--- config.mk ---
export PLATFORM = sky130hd
export DESIGN_NAME = mul_unit_flat
export DESIGN_NICKNAME = d
export VERILOG_FILES = /design/src/rtl/mul_unit_if.sv /design/src/rtl/mul_unit.sv /design/src/flat_wrapper.sv
export SDC_FILE = /design/constraint.sdc
export NUM_CORES = 1
export LEC_CHECK = 0
export ABC_AREA = 1
export ABC_CLOCK_PERIOD_IN_PS = 2600
export BUFFER_PORTS_ARGS = -buffer_cell sky130_fd_sc_hd__buf_2
export CAP_MARGIN = 20
export CELL_PAD_IN_SITES_DETAIL_PLACEMENT = 1
export CELL_PAD_IN_SITES_GLOBAL_PLACEMENT = 2
export CORE_MARGIN = 2
export CORE_UTILIZATION = 29
export CTS_CLUSTER_DIAMETER = 100
export CTS_CLUSTER_SIZE = 28
export DETAILED_ROUTE_END_ITERATION = 8
export PLACE_DENSITY_LB_ADDON = 0.1
export SLEW_MARGIN = 20
export SYNTH_ARGS = -nofsm -noshare
export SYNTH_HDL_FRONTEND = slang
export SYNTH_SLANG_ARGS = --single-unit
--- constraint.sdc ---
create_clock -name Clk -period 2.6 [get_ports Clk]
set_clock_uncertainty 0.15 [all_clocks]
set_input_delay 0.65 -clock Clk [delete_from_list [all_inputs] [get_ports Clk]]
set_output_delay 0.65 -clock Clk [all_outputs]
set_load 0.005 [all_outputs]
--- src/rtl/mul_unit_if.sv ---
// Request/response bundle between a requester and the shift-add multiplier.
// A start raised while busy=0 is taken on that edge. done/wr_en then pulse high for one cycle, and result/rd_out are valid in that cycle.
interface mul_unit_if;
    logic        start;
    logic [31:0] op_a;
    logic [31:0] op_b;
    logic [31:0] op_acc;
    logic        accumulate;
    logic        set_flags;
    logic [3:0]  rd_in;
    logic        busy;
    logic        done;
    logic        wr_en;
    logic [3:0]  rd_out;
    logic [31:0] result;
    logic        N;
    logic        Z;
    logic [1:0]  state_dbg;

    modport master (
        output start, op_a, op_b, op_acc, accumulate, set_flags, rd_in,
        input  busy, done, wr_en, rd_out, result, N, Z, state_dbg
    );

    modport slave (
        input  start, op_a, op_b, op_acc, accumulate, set_flags, rd_in,
        output busy, done, wr_en, rd_out, result, N, Z, state_dbg
    );
endinterface

--- src/rtl/mul_unit.sv ---
// Iterative 32x32->32 shift-add multiplier with optional accumulate (MUL/MLA).
// It takes one multiplier bit per cycle and can optionally stop early when the remaining multiplier bits are zero.
module mul_unit #(
    parameter int EARLY_TERM = 0
) (
    input  logic         Clk,
    input  logic         Clr,
    mul_unit_if.slave    bus
);

    typedef enum logic [1:0] {
        S_IDLE = 2'd0,
        S_RUN  = 2'd1,
        S_DONE = 2'd2
    } state_t;

    state_t      r_state;
    logic [31:0] r_mcand;
    logic [31:0] r_mplier;
    logic [31:0] r_acc;
    logic [5:0]  r_cnt;
    logic [3:0]  r_rd;
    logic        r_sflags;
    logic        r_busy;
    logic        r_done;
    logic [3:0]  r_rd_out;
    logic [31:0] r_result;
    logic        r_n;
    logic        r_z;

    logic [31:0] w_acc_next;
    logic [31:0] w_mplier_next;
    logic [5:0]  w_cnt_next;
    logic        w_last;

    always_comb begin
        w_acc_next    = r_acc + (r_mplier[0] ? r_mcand : 32'd0);
        w_mplier_next = {1'b0, r_mplier[31:1]};
        w_cnt_next    = r_cnt + 6'd1;
        // Early exit looks at the multiplier after this edge's shift, so op_b=0 still costs one edge.
        w_last        = (w_cnt_next == 6'd32) ||
                        ((EARLY_TERM != 0) && (w_mplier_next == 32'd0));
    end

    always_ff @(posedge Clk or negedge Clr) begin
        if (!Clr) begin
            r_state  <= S_IDLE;
            r_mcand  <= 32'd0;
            r_mplier <= 32'd0;
            r_acc    <= 32'd0;
            r_cnt    <= 6'd0;
            r_rd     <= 4'd0;
            r_sflags <= 1'b0;
            r_busy   <= 1'b0;
            r_done   <= 1'b0;
            r_rd_out <= 4'd0;
            r_result <= 32'd0;
            r_n      <= 1'b0;
            r_z      <= 1'b0;
        end else begin
            case (r_state)
                S_IDLE: begin
                    r_done <= 1'b0;
                    if (bus.start) begin
                        r_mcand  <= bus.op_a;
                        r_mplier <= bus.op_b;
                        r_rd     <= bus.rd_in;
                        r_sflags <= bus.set_flags;
                        r_acc    <= bus.accumulate ? bus.op_acc : 32'd0;
                        r_cnt    <= 6'd0;
                        r_busy   <= 1'b1;
                        r_state  <= S_RUN;
                    end
                end
                S_RUN: begin
                    r_acc    <= w_acc_next;
                    r_mcand  <= {r_mcand[30:0], 1'b0};
                    r_mplier <= w_mplier_next;
                    r_cnt    <= w_cnt_next;
                    if (w_last) begin
                        r_state  <= S_DONE;
                        r_done   <= 1'b1;
                        r_result <= w_acc_next;
                        r_rd_out <= r_rd;
                        if (r_sflags) begin
                            r_n <= w_acc_next[31];
                            r_z <= (w_acc_next == 32'd0);
                        end
                    end
                end
                S_DONE: begin
                    r_done  <= 1'b0;
                    r_busy  <= 1'b0;
                    r_state <= S_IDLE;
                end
                default: begin
                    r_state <= S_IDLE;
                end
            endcase
        end
    end

    assign bus.busy      = r_busy;
    assign bus.done      = r_done;
    assign bus.wr_en     = r_done;
    assign bus.rd_out    = r_rd_out;
    assign bus.result    = r_result;
    assign bus.N         = r_n;
    assign bus.Z         = r_z;
    assign bus.state_dbg = r_state;

endmodule

--- src/flat_wrapper.sv ---
// flat-port wrapper written by rule: the top's interface ports become plain ports
module mul_unit_flat 
#(
    parameter int EARLY_TERM = 0
)
  (Clk, Clr, bus_start, bus_op_a, bus_op_b, bus_op_acc, bus_accumulate, bus_set_flags, bus_rd_in, bus_busy, bus_done, bus_wr_en, bus_rd_out, bus_result, bus_N, bus_Z, bus_state_dbg);
  mul_unit_if bus_i ();
  input  logic Clk;
  input  logic Clr;
  input wire logic [$bits(bus_i.start)-1:0] bus_start;
  input wire logic [$bits(bus_i.op_a)-1:0] bus_op_a;
  input wire logic [$bits(bus_i.op_b)-1:0] bus_op_b;
  input wire logic [$bits(bus_i.op_acc)-1:0] bus_op_acc;
  input wire logic [$bits(bus_i.accumulate)-1:0] bus_accumulate;
  input wire logic [$bits(bus_i.set_flags)-1:0] bus_set_flags;
  input wire logic [$bits(bus_i.rd_in)-1:0] bus_rd_in;
  output wire logic [$bits(bus_i.busy)-1:0] bus_busy;
  output wire logic [$bits(bus_i.done)-1:0] bus_done;
  output wire logic [$bits(bus_i.wr_en)-1:0] bus_wr_en;
  output wire logic [$bits(bus_i.rd_out)-1:0] bus_rd_out;
  output wire logic [$bits(bus_i.result)-1:0] bus_result;
  output wire logic [$bits(bus_i.N)-1:0] bus_N;
  output wire logic [$bits(bus_i.Z)-1:0] bus_Z;
  output wire logic [$bits(bus_i.state_dbg)-1:0] bus_state_dbg;
  assign bus_i.start = bus_start;
  assign bus_i.op_a = bus_op_a;
  assign bus_i.op_b = bus_op_b;
  assign bus_i.op_acc = bus_op_acc;
  assign bus_i.accumulate = bus_accumulate;
  assign bus_i.set_flags = bus_set_flags;
  assign bus_i.rd_in = bus_rd_in;
  assign bus_busy = bus_i.busy;
  assign bus_done = bus_i.done;
  assign bus_wr_en = bus_i.wr_en;
  assign bus_rd_out = bus_i.rd_out;
  assign bus_result = bus_i.result;
  assign bus_N = bus_i.N;
  assign bus_Z = bus_i.Z;
  assign bus_state_dbg = bus_i.state_dbg;
  mul_unit #(.EARLY_TERM(EARLY_TERM)) u_core (.Clk(Clk), .Clr(Clr), .bus(bus_i));
endmodule
# Yosys cells after proc, flatten, opt, wreduce, memory -nomap -nowiden
# Cells that the tools add are included.
# word_totals
ff_bits	149
output_inout_bits	43
word_cells	50
# op_classes
add_sub_neg	2
eq_ne	5
mux	17
n_reduce_logical	13
# ops
op	count
$pmux W32 S2	3
$mux W32	5
$add A32 B32 Y32	1
$logic_not A32 Y1	1
$pmux W6 S2	1
$reduce_and A2 Y1	6
$add A6 B1 Y6 const B	1
$eq A6 B6 Y1 const B	1
$mux W6	1
$reduce_bool A2 Y1	3
$mux W2	2
$pmux W1 S2	2
$pmux W2 S2	1
$reduce_and A3 Y1	1
$eq A2 B1 Y1 const B	1
$eq A2 B2 Y1 const B	1
$logic_not A2 Y1	1
$mux W1	2
$ne A2 B1 Y1 const B	1
$ne A2 B2 Y1 const B	1
$reduce_or A2 Y1	1

# Logic depth before layout (Yosys ltp)
# Gate-level depths: netlist of run 1.
# depth
ltp_word	4
mapped_depth	23

# Least setup slack after synthesis of run 1
# Ideal clock, no wire load.
# synth_timing
path_kind	register to register
startpoint	reg u_core.r_mplier[0]
endpoint	reg u_core.r_z (netlist: u_core.bus.Z)
setup_ps	65
arrival_time_ps	2522
t_required_ps	2385
setup_slack_ps	-137
stages_incl_launch_ff	23
path_buffers	2
cell_sequence	dfrtp_1 clkbuf_1 clkbuf_1 nand2_1 inv_1 ha_1 inv_1 fa_1 inv_1 nand2_1 nand2_1 nand3_1 nand2_2 nand2_1 nand3_1 nand2_1 nor2_1 nand2_1 nor2_1 nand2_1 nor2_1 nand2_1 nand2_1
# synth_via
elab_chain_len	3
# synth_rtl
element	line_no	rtl
from (decl)	mul_unit.sv:19	logic [31:0] r_mplier;
from (signal assigned)	mul_unit.sv:66	r_mplier <= bus.op_b;
from (signal assigned)	mul_unit.sv:78	r_mplier <= w_mplier_next;
$mux W32	mul_unit.sv:37	w_acc_next = r_acc + (r_mplier[0] ? r_mcand : 32'd0);
$add A32 B32 Y32	mul_unit.sv:37	
$logic_not A32 Y1	mul_unit.sv:87	r_z <= (w_acc_next == 32'd0);
to (signal assigned)	mul_unit.sv:87	
to (decl)	mul_unit.sv:29	logic r_z;
# Every way passes these cells.
# A chain may end at the register's enable or synchronous reset.

# Final worst setup path of run 1
# Ends and elaborated chain as after synthesis.

==> results.md, run 1 <==
- Most common cell after layout, fill and taps aside: nand2_1
- Final hold slack: 18.4 ps
- Routed len/inst: 17.9 um
- Num CTS Buffers: 17
- Buf/Inv on CP: 7
- WS Path Type: flip-flop to flip-flop
- Synth top area cells: dfrtp_1 41%, nand2_1 16%, inv_1 10%, a221oi_1 5.7%, ha_1 4.4%
- Reg area: 3730 um2
- Fin nets: 1765
- Routed WL: 36600 um
- GR Overflow Total: 0
- Vias/cell: 4.76
- CP Data Required Time: 2830 ps
- Layout cell share with drive strength beyond 1: 0.424
- Final Wtd Congestion: 0.891
- Post-synth cell types: 36
- Commonest non-fill, non-tap cells in the layout: 279 x nand2_1, 214 x inv_1, 204 x buf_4
- Core area: 31400 um2
- Buffers on Ports: 147
- Final Max Tran Viols: 0
- PnR worst setup slack: -183 ps
- Post-synth EDFFs: 0
- Initial Util: 0.293
- Critical path peak fanout: 20
- Root Buffer: clkbuf_16
- First-pass GRT wire length: 56600 um
- Placed insts: 1980
- Drt drc: 0
- Mux cell area share after synthesis: 0
- Sink Count: 149
- Synthesis-stage register bit count: 149
- Clk slew on worst S/H paths: 70 ps
- Critical Path End Type: flip-flop
- YS warnings: 0
- Critical Path Source: u_core.r_mplier[0]
- Num rows: 65
- Crit path largest cell delay: 450 ps
- ANT nets after route: 0
- Hold Violations, Final: 0
- # diodes: 0
- Tightest Hold Check Type: primary input to asynchronous set/reset pin
- Die width: 182 um
- Yosys top cell area share: 0.406
- Critical-path top delay cell: dfrtp_2
- Top delay family on crit path: simple AND/OR/NAND/NOR gates
- Setup-failing EPs final: 26
- Main combinational cell family by area after synthesis: simple AND/OR/NAND/NOR gates
- Layout Cells excl Fill: 2042
- DP Area: 11800 um2
- CP startpoint kind: flip-flop
- Run status: finished, violations left
- Largest net degree at the start of global routing: 91
- DRT iter0 DRCs: 333
- H-tree depth: 4
- Clock Latency Late Sink: 450 ps
- Largest area contributor in the netlist: dfrtp_1
- Chip Height: 182 um
- Vias in the first global route: 10.3k
- Io pins: 148
- DP Wirelength: 27500 um
- Ys async rst share: 1.00
- GRT Overall Usage: 0.222
- CP cell instances: buf_4 -> buf_12 -> nand2_2 -> inv_2 -> ha_4 -> buf_6 -> nand2_8 -> nor2_2 -> buf_4 -> nand2_1 -> inv_2 -> buf_4 -> nand3_1 -> nand3_1 -> nand2_1 -> nand2_2 -> nand2_2 -> nor2_4 -> nand2_2 -> nor2_4 -> nand2_1 -> nand2_1
- Register area share after synthesis: 0.406
- Layout fillers: 3808
- Initial antenna violation count: 4
- Rel. slew slack: 0.599
- Synthesized area: 9190 um2
- Final period utilization: 1.07
- DRT Pass-1 Iters: 4
- Mapped Cells: 1286
- Reg-to-Reg Start: u_core.r_mplier[0]
- Die area: 33100 um2
- Max Cap Violations: 0
- Area added between synthesis and finish: 51.9%
- Failing checks: setup timing
- Main flop type after synthesis: dfrtp_1
- Max clock buf depth: 2
- Compound-Gate Fraction of Synth Area: 0.131
- F_max: 359 MHz
- Footprint of the multi-input gates: 5570 um2
- DR vias: 9719
- Tmin final: 2780 ps
- Syn_nets: 1424
- RSZ-0062 raised after global routing: yes
- Design Area, Final: 14000 um2
- Post-synthesis xor/xnor area fraction: 0.00572
- Worst-margin pin slew: 602 ps
- Post-Synth Simple-Gate Area: 0.283
- Arr. time, crit path: 3020 ps
- CTS tree: yes
- Synth Area in Adders: 0.0457
- Avg Synthesized Cell Area: 7.15 um2
synth_stat cells (2+ instances only):
library cell  instances
ha_1                 32
inv_1               247
a221oi_1             60
o221ai_1             11
nand3_2               5
o21bai_1              4
nor2_1               68
buf_1                 8
o21ai_0              33
buf_6                 2
o211ai_1             17
o21a_1                3
nor3_1               65
a21o_1                2
nand2_1             396
clkbuf_1             35
nand3b_1              6
dfrtp_1             149
inv_2                 6
nand3_1              60
nor2_2                6
o22ai_1               2
a31oi_1              13
buf_2                 8
a21oi_1              20
nand4_1               9
nand2_2               5
xor2_1                6
worst register-to-register path, stage by stage (launching register included):
cell     delay (ps)
dfrtp_2         450
buf_4           150
buf_12          140
nand2_2          60
inv_2            50
ha_4            280
buf_6           130
nand2_8          70
nor2_2          100
buf_4           130
nand2_1          60
inv_2            60
buf_4            90
nand3_1          90
nand3_1          80
nand2_1          70
nand2_2          80
nand2_2          70
nor2_4          130
nand2_2          70
nor2_4          100
nand2_1          60
nand2_1          50
final timing paths:
check | end | slack, ps | depth (start not counted)
setup / recovery | u_core.bus.Z | -180 | 22
hold / removal | u_core.r_acc[10] | 20 | 1
setup reg to reg | u_core.bus.Z | -180 | 22
hold reg to reg | u_core.bus.rd_out[2] | 320 | 2
max in group asynchronous | u_core.bus.result[15] | 1620 | 2
min in group Clk | u_core.r_rd[2] | 260 | 3
routing by layer:
metal  global-route usage  part of all wire  vias to the layer above
met3               0.0437             0.032                       29
li1                     -                 -                     4810
met1                0.298              0.47                     4739
met5                    0            0.0013                        -
met4               0.0516             0.012                        8
met2                0.370              0.48                      133
state kept, by name (all words and copies together) (netlist names):
signal,count
u_core.bus.N,1
u_core.bus.Z,1
u_core.bus.busy,1
u_core.bus.done,1
u_core.bus.rd_out,4
u_core.bus.result,32
u_core.bus.state_dbg,2
u_core.r_acc,32
u_core.r_cnt,6
u_core.r_mcand,32
u_core.r_mplier,32
u_core.r_rd,4
u_core.r_sflags,1
logic make-up (layout without fill, tap and decap cells):
kind of cell,count (synthesis),count (layout)
AOI/OAI and AO/OA,169,169
xor gates and xnor gates,6,6
DFF,149,149
and+or+nand+nor,622,622
buffers and inverters,307,661
adders and majority gates,33,33
what timing repair did:
item	4_1_cts	5_1_grt
pin swaps	42	70
hold endpoints to repair	0	0
buffers inserted	13	16
hold buffers	0	0
resized for setup	172	182
endpoints found under the setup margin	45	42
gates cloned	0	1
final cells by class:
| class | count | share of cell area |
|---|---|---|
| flip-flops and latches | 149 | 0.267 |
| repair buffers | 376 | 0.190 |
| multi-input cells | 830 | 0.399 |
| clock inverters | 11 | 0.00645 |
| well taps | 402 | 0.0360 |
| inverters | 253 | 0.0682 |
| clock buffers | 21 | 0.0330 |
metrics by stage:
step / utilization / worst slack (ps) / setup TNS, ps
CTS: 0.420 / -241 / -957
detailed placement: 0.377 / -650 / -6700
global placement: 0.377 / -583 / -5110
floorplan: - / 36.1 / 0
global route: 0.445 / -351 / -6260
finish: 0.445 / -183 / -1700
Power of run 1 is left out: the tool's default activity adds up to more than one toggle a clock period on the data nets, which glitch-free logic cannot reach.
==> inputs of run 2 (changes only) <==
--- a/config.mk
+++ b/config.mk
@@ -6,13 +6,13 @@
 export NUM_CORES = 1
 export LEC_CHECK = 0
 export ABC_AREA = 1
-export ABC_CLOCK_PERIOD_IN_PS = 2600
+export ABC_CLOCK_PERIOD_IN_PS = 3200
 export BUFFER_PORTS_ARGS = -buffer_cell sky130_fd_sc_hd__buf_2
 export CAP_MARGIN = 20
 export CELL_PAD_IN_SITES_DETAIL_PLACEMENT = 1
 export CELL_PAD_IN_SITES_GLOBAL_PLACEMENT = 2
 export CORE_MARGIN = 2
-export CORE_UTILIZATION = 29
+export CORE_UTILIZATION = 32
 export CTS_CLUSTER_DIAMETER = 100
 export CTS_CLUSTER_SIZE = 28
 export DETAILED_ROUTE_END_ITERATION = 8
==> constraint.sdc (replaced) <==
create_clock -name Clk -period 3.2 [get_ports Clk]
set_clock_uncertainty 0.15 [all_clocks]
set_input_delay 0.8 -clock Clk [delete_from_list [all_inputs] [get_ports Clk]]
set_output_delay 0.8 -clock Clk [all_outputs]
set_load 0.05 [all_outputs]
==> results.md, run 2 (same netlist as run 1, synthesis figures left out) <==
- Run status: finished clean
- Placed insts: 1780 (-10%)
- WS Path Type: flip-flop to flip-flop
- Setup TNS: 0 ps (+1700 ps)
- Rel. slew slack: 0.354 (-0.245)
- Crit path largest cell delay: 450 ps (about the same)
- Die width: 174 um (-4.7%)
- Vias in the first global route: 9393 (-8.8%)
- Drt drc: 0 (unchanged)
- DRT Pass-1 Iters: 5 (+1)
- DP Wirelength: 25300 um (-7.9%)
- Max Cap Violations: 0 (unchanged)
- Fin nets: 1554 (-12%)
- Worst-margin pin slew: 969 ps (+367 ps)
- Tmin final: 2990 ps (+209 ps)
- Flop-to-flop setup slack: 210 ps (+390 ps)
- GRT Overall Usage: 0.224 (+0.00141)
- Buffers on Ports: 147 (unchanged)
- Layout cell share with drive strength beyond 1: 0.162 (-0.262)
- Initial antenna violation count: 5 (+1)
- H-tree depth: 4 (unchanged)
- CTS Hold Buffers Added: 0 (unchanged)
- Num CTS Buffers: 17 (unchanged)
- F_max: 334 MHz (-7.0%)
- Commonest non-fill, non-tap cells in the layout: 395 x nand2_1, 246 x inv_1, 148 x dfrtp_1
- Design Area, Final: 11000 um2 (-21%)
- Routed len/inst: 18.3 um (+1.9%)
- DP Area: 10400 um2 (-12%)
- Area added between synthesis and finish: 19.7%
- Critical-path top delay cell: dfrtp_2
- Tightest Hold Check Type: primary input to asynchronous set/reset pin
- Chip Height: 174 um (-4.7%)
- CTS tree: yes
- Root Buffer: clkbuf_16
- CP cell instances: buf_12 -> nand2_1 -> inv_1 -> ha_1 -> nand2_1 -> nor2_2 -> nand3_1 -> nand2_2 -> nand2_1 -> nand3_1 -> nand2_1 -> nor2_1 -> nand2_1 -> nor2_1 -> nand2_1 -> nor2_1 -> nand2_1 -> nand2_1
- RSZ-0062 raised after global routing: yes
- GR Overflow Total: 0 (unchanged)
- Max clock buf depth: 2 (unchanged)
- Largest net degree at the start of global routing: 99 (+8.8%)
- Routed WL: 33200 um (-9.3%)
- Setup-failing EPs final: 0 (-100%)
- Critical path peak fanout: 16 (-20%)
- Arr. time, crit path: 3210 ps (+190 ps)
- Most common cell after layout, fill and taps aside: nand2_1
- ANT nets after route: 0 (unchanged)
- Io pins: 148 (unchanged)
- Most common cell on crit path: nand2_1
- Layout fillers: 3604 (-5.4%)
- Die area: 30100 um2 (-9.2%)
- Clk slew on worst S/H paths: 80 ps (about the same)
- Critical Path End Type: flip-flop
- Initial Util: 0.323 (+0.0301)
- CP Data Required Time: 3420 ps (+590 ps)
- Hold Violations, Final: 0 (unchanged)
- Layout Cells excl Fill: 1817 (-11%)
- First-pass GRT wire length: 52600 um (-7.1%)
- DR vias: 8830 (-9.1%)
- Final Max Tran Viols: 0 (unchanged)
- Final Wtd Congestion: 0.852 (-4.4%)
- Core area: 28500 um2 (-9.3%)
- Sink Count: 149 (unchanged)
- Worst slack at placement: 170 ps (+820 ps)
- Final period utilization: 0.935 (-0.136)
- Vias/cell: 4.86 (+2.1%)
- Num rows: 62 (-4.6%)
- DRT iter0 DRCs: 490 (+47%)
- Setup Fix Bufs, Post-CTS: 0 (-13)
- PnR worst setup slack: 209 ps (+391 ps)
- CP startpoint kind: flip-flop
- Clock Latency Late Sink: 440 ps (about the same)
## run 2: routing by layer
metal  GRT usage  up-vias  part of all wire
li1            -     4398                 -
met1       0.325     4267              0.50
met2       0.354      138              0.45
met3      0.0364       23             0.035
met4      0.0424        4             0.010
met5           0        -           0.00072
## run 2: worst paths after layout
kind | startpoint | endpoint | depth (start not counted)
setup / recovery | u_core.r_mplier[0] | u_core.bus.Z | 18
hold / removal | Clr | u_core.r_acc[15] | 1
setup reg to reg | u_core.r_mplier[0] | u_core.bus.Z | 18
hold reg to reg | u_core.bus.rd_out[0] | u_core.bus.rd_out[0] | 2
max in group asynchronous | Clr | u_core.r_mplier[12] | 2
min in group Clk | u_core.bus.rd_out[0] | u_core.bus.rd_out[0] | 2
## run 2: what timing repair did
action | CTS | global route
hold endpoints to repair | 0 | 0
resized for setup | 0 | 10
setup endpoints to repair | 0 | 3
## run 2: layout make-up
type,instances,area [um2],share of cell area
multi-input cells,830,4330,0.394
flip-flops and latches,149,3730,0.339
inverters,253,950,0.0863
repair buffers,165,932,0.0847
well taps,384,480,0.0437
clock buffers,18,429,0.0390
clock inverters,14,141,0.0128
diodes,4,10.0,0.000910
## run 2: critical path, delay by kind of cell, from the launching register on
kind	cells	cell delay [ps]
adder cells (fa/ha/maj)	1	380
buffers and inverters	2	240
flip-flops	1	450
AND/OR/NAND/NOR	15	1750
## run 2: metrics by stage
| step | util | hold slack, ps |
|---|---|---|
| after global placement | 0.364 | 300 |
| after global routing | 0.386 | 246 |
| after floorplan | - | 299 |
| after CTS | 0.384 | 222 |
| final | 0.386 | 207 |
| after detailed placement | 0.364 | 309 |
Power of run 2 is left out for the same reason.
==> inputs of run 3 (changes only) <==
--- a/config.mk
+++ b/config.mk
@@ -6,17 +6,15 @@
 export NUM_CORES = 1
 export LEC_CHECK = 0
 export ABC_AREA = 1
-export ABC_CLOCK_PERIOD_IN_PS = 3200
+export ABC_CLOCK_PERIOD_IN_PS = 3720
 export BUFFER_PORTS_ARGS = -buffer_cell sky130_fd_sc_hd__buf_2
 export CAP_MARGIN = 20
-export CELL_PAD_IN_SITES_DETAIL_PLACEMENT = 1
-export CELL_PAD_IN_SITES_GLOBAL_PLACEMENT = 2
 export CORE_MARGIN = 2
-export CORE_UTILIZATION = 32
+export CORE_UTILIZATION = 59
 export CTS_CLUSTER_DIAMETER = 100
 export CTS_CLUSTER_SIZE = 28
 export DETAILED_ROUTE_END_ITERATION = 8
-export PLACE_DENSITY_LB_ADDON = 0.1
+export PLACE_DENSITY = 0.83
 export SLEW_MARGIN = 20
 export SYNTH_ARGS = -nofsm -noshare
 export SYNTH_HDL_FRONTEND = slang
==> constraint.sdc (replaced) <==
create_clock -name Clk -period 3.72 [get_ports Clk]
set_clock_uncertainty 0.15 [all_clocks]
set_input_delay 0.93 -clock Clk [delete_from_list [all_inputs] [get_ports Clk]]
set_output_delay 0.93 -clock Clk [all_outputs]
set_load 0.05 [all_outputs]
==> results.md, run 3 (same netlist as run 1, synthesis figures left out) <==
- Chip Height: 129 um (-26%)
- Critical path peak fanout: 16 (unchanged)
- Max clock buf depth: 2 (unchanged)
- DRT Pass-1 Iters: 5 (unchanged)
- Vias/cell: 5.53 (+14%)
- F_max: 314 MHz (-6.2%)
- Run status: finished clean
- Final period utilization: 0.857 (-0.0774)
- Most common cell after layout, fill and taps aside: nand2_1
- Most common cell on crit path: nand2_1
- Hold Violations, Final: 0 (unchanged)
- Commonest non-fill, non-tap cells in the layout: 396 x nand2_1, 247 x inv_1, 149 x dfrtp_1
- Num rows: 45 (-27%)
- DR vias: 8898 (+0.77%)
- Flop-to-flop setup slack: 530 ps (+320 ps)
- Critical Path End Type: flip-flop
- Drt drc: 0 (unchanged)
- H-tree depth: 4 (unchanged)
- Max Cap Violations: 0 (unchanged)
- Die area: 16600 um2 (-45%)
- Routed len/inst: 16.2 um (-11%)
- GR Overflow Total: 0 (unchanged)
- GRT Overall Usage: 0.325 (+0.102)
- CTS resizes: 0 (unchanged)
- Largest net degree at the start of global routing: 102 (+3.0%)
- CP startpoint kind: flip-flop
- CP cell instances: nand2_1 -> inv_1 -> ha_1 -> inv_1 -> fa_1 -> inv_1 -> nand2_1 -> nand2_1 -> nand3_1 -> nand2_2 -> nand2_1 -> nand3_2 -> nand2_1 -> nor2_1 -> nand2_1 -> nor2_1 -> nand2_1 -> nor2_1 -> nand2_1 -> nand2_1
- Worst-margin pin slew: 906 ps (-63.1 ps)
- Rel. slew slack: 0.396 (+0.0421)
- Arr. time, crit path: 3410 ps (+200 ps)
- Footprint of the multi-input gates: 4300 um2 (-0.72%)
- Clk slew on worst S/H paths: 70 ps (about the same)
- Vias in the first global route: 8526 (-9.2%)
- Fin nets: 1548 (-0.39%)
- Clock Latency Late Sink: 430 ps (about the same)
- Root Buffer: clkbuf_16
- Setup TNS: 0 ps (unchanged)
- Final Wtd Congestion: 0.943 (+11%)
- Num CTS Buffers: 17 (unchanged)
- Area added between synthesis and finish: 15.8%
- DP Wirelength: 19300 um (-24%)
- Die width: 129 um (-26%)
- CP Data Required Time: 3940 ps (+520 ps)
- DRT iter0 DRCs: 679 (+39%)
- RSZ-0062 raised after global routing: no
- First-pass GRT wire length: 42000 um (-20%)
- Final Max Tran Viols: 0 (unchanged)
- Sink Count: 149 (unchanged)
- Crit path largest cell delay: 610 ps (+160 ps)
- CTS tree: yes
- Setup-failing EPs final: 0 (unchanged)
- Setup Fix Bufs, Post-CTS: 0 (unchanged)
- Layout cell share with drive strength beyond 1: 0.152 (-0.00975)
- CTS Hold Buffers Added: 0 (unchanged)
- # diodes: 0 (-4)
- Core area: 15200 um2 (-47%)
- Tightest Hold Check Type: primary input to asynchronous set/reset pin
- Buffers on Ports: 147 (unchanged)
- Routed WL: 26000 um (-22%)
- ANT nets after route: 0 (unchanged)
- Layout Cells excl Fill: 1610 (-11%)
- Tmin final: 3190 ps (+198 ps)
- Critical-path top delay cell: dfrtp_1
- Initial Util: 0.605 (+0.282)
- WS Path Type: flip-flop to flip-flop
- Initial antenna violation count: 0 (-5)
- Placed insts: 1579 (-11%)
- Layout fillers: 1292 (-64%)
- Reg area: 3730 um2 (about the same)
- Io pins: 148 (unchanged)
==> run 3: layout make-up <==
class | instances | share of cell area
clock inverters | 14 | 0.0154
flip-flops and latches | 149 | 0.350
repair buffers | 159 | 0.0793
clock buffers | 17 | 0.0400
multi-input cells | 830 | 0.404
well taps | 188 | 0.0221
inverters | 253 | 0.0892
==> run 3: per-stage QoR <==
step	hold WS [ps]	instance area (um2)	worst slack, ps	util
finish	240	10600	531	0.700
global route	254	10600	290	0.700
CTS	248	10600	589	0.700
detailed placement	308	10100	606	0.662
global placement	301	10100	626	0.662
floorplan	299	9190	982	-
==> run 3: final timing paths <==
check,startpoint,cells after the start,end
min in group Clk,u_core.bus.rd_out[0],2,u_core.bus.rd_out[0]
hold / removal,Clr,1,u_core.r_acc[7]
max in group asynchronous,Clr,2,u_core.r_mcand[9]
setup / recovery,u_core.r_mplier[0],20,u_core.bus.Z
hold reg to reg,u_core.bus.rd_out[0],2,u_core.bus.rd_out[0]
setup reg to reg,u_core.r_mplier[0],20,u_core.bus.Z
==> run 3: metal layers <==
metal | wire (um) | part of all wire | track usage
met1 | 11900 | 0.46 | 0.463
met2 | 11500 | 0.44 | 0.489
met4 | 762 | 0.029 | 0.120
met3 | 1890 | 0.073 | 0.0736
met5 | 0 | 0 | 0
==> run 3: worst max-delay path, delay by kind of cell, from the launching register on <==
kind | cells | cell delay, ps
flip-flops | 1 | 610
buffers and inverters | 3 | 320
adder cells (fa/ha/maj) | 2 | 590
AND/OR/NAND/NOR | 15 | 1460
Power of run 3 is left out for the same reason.
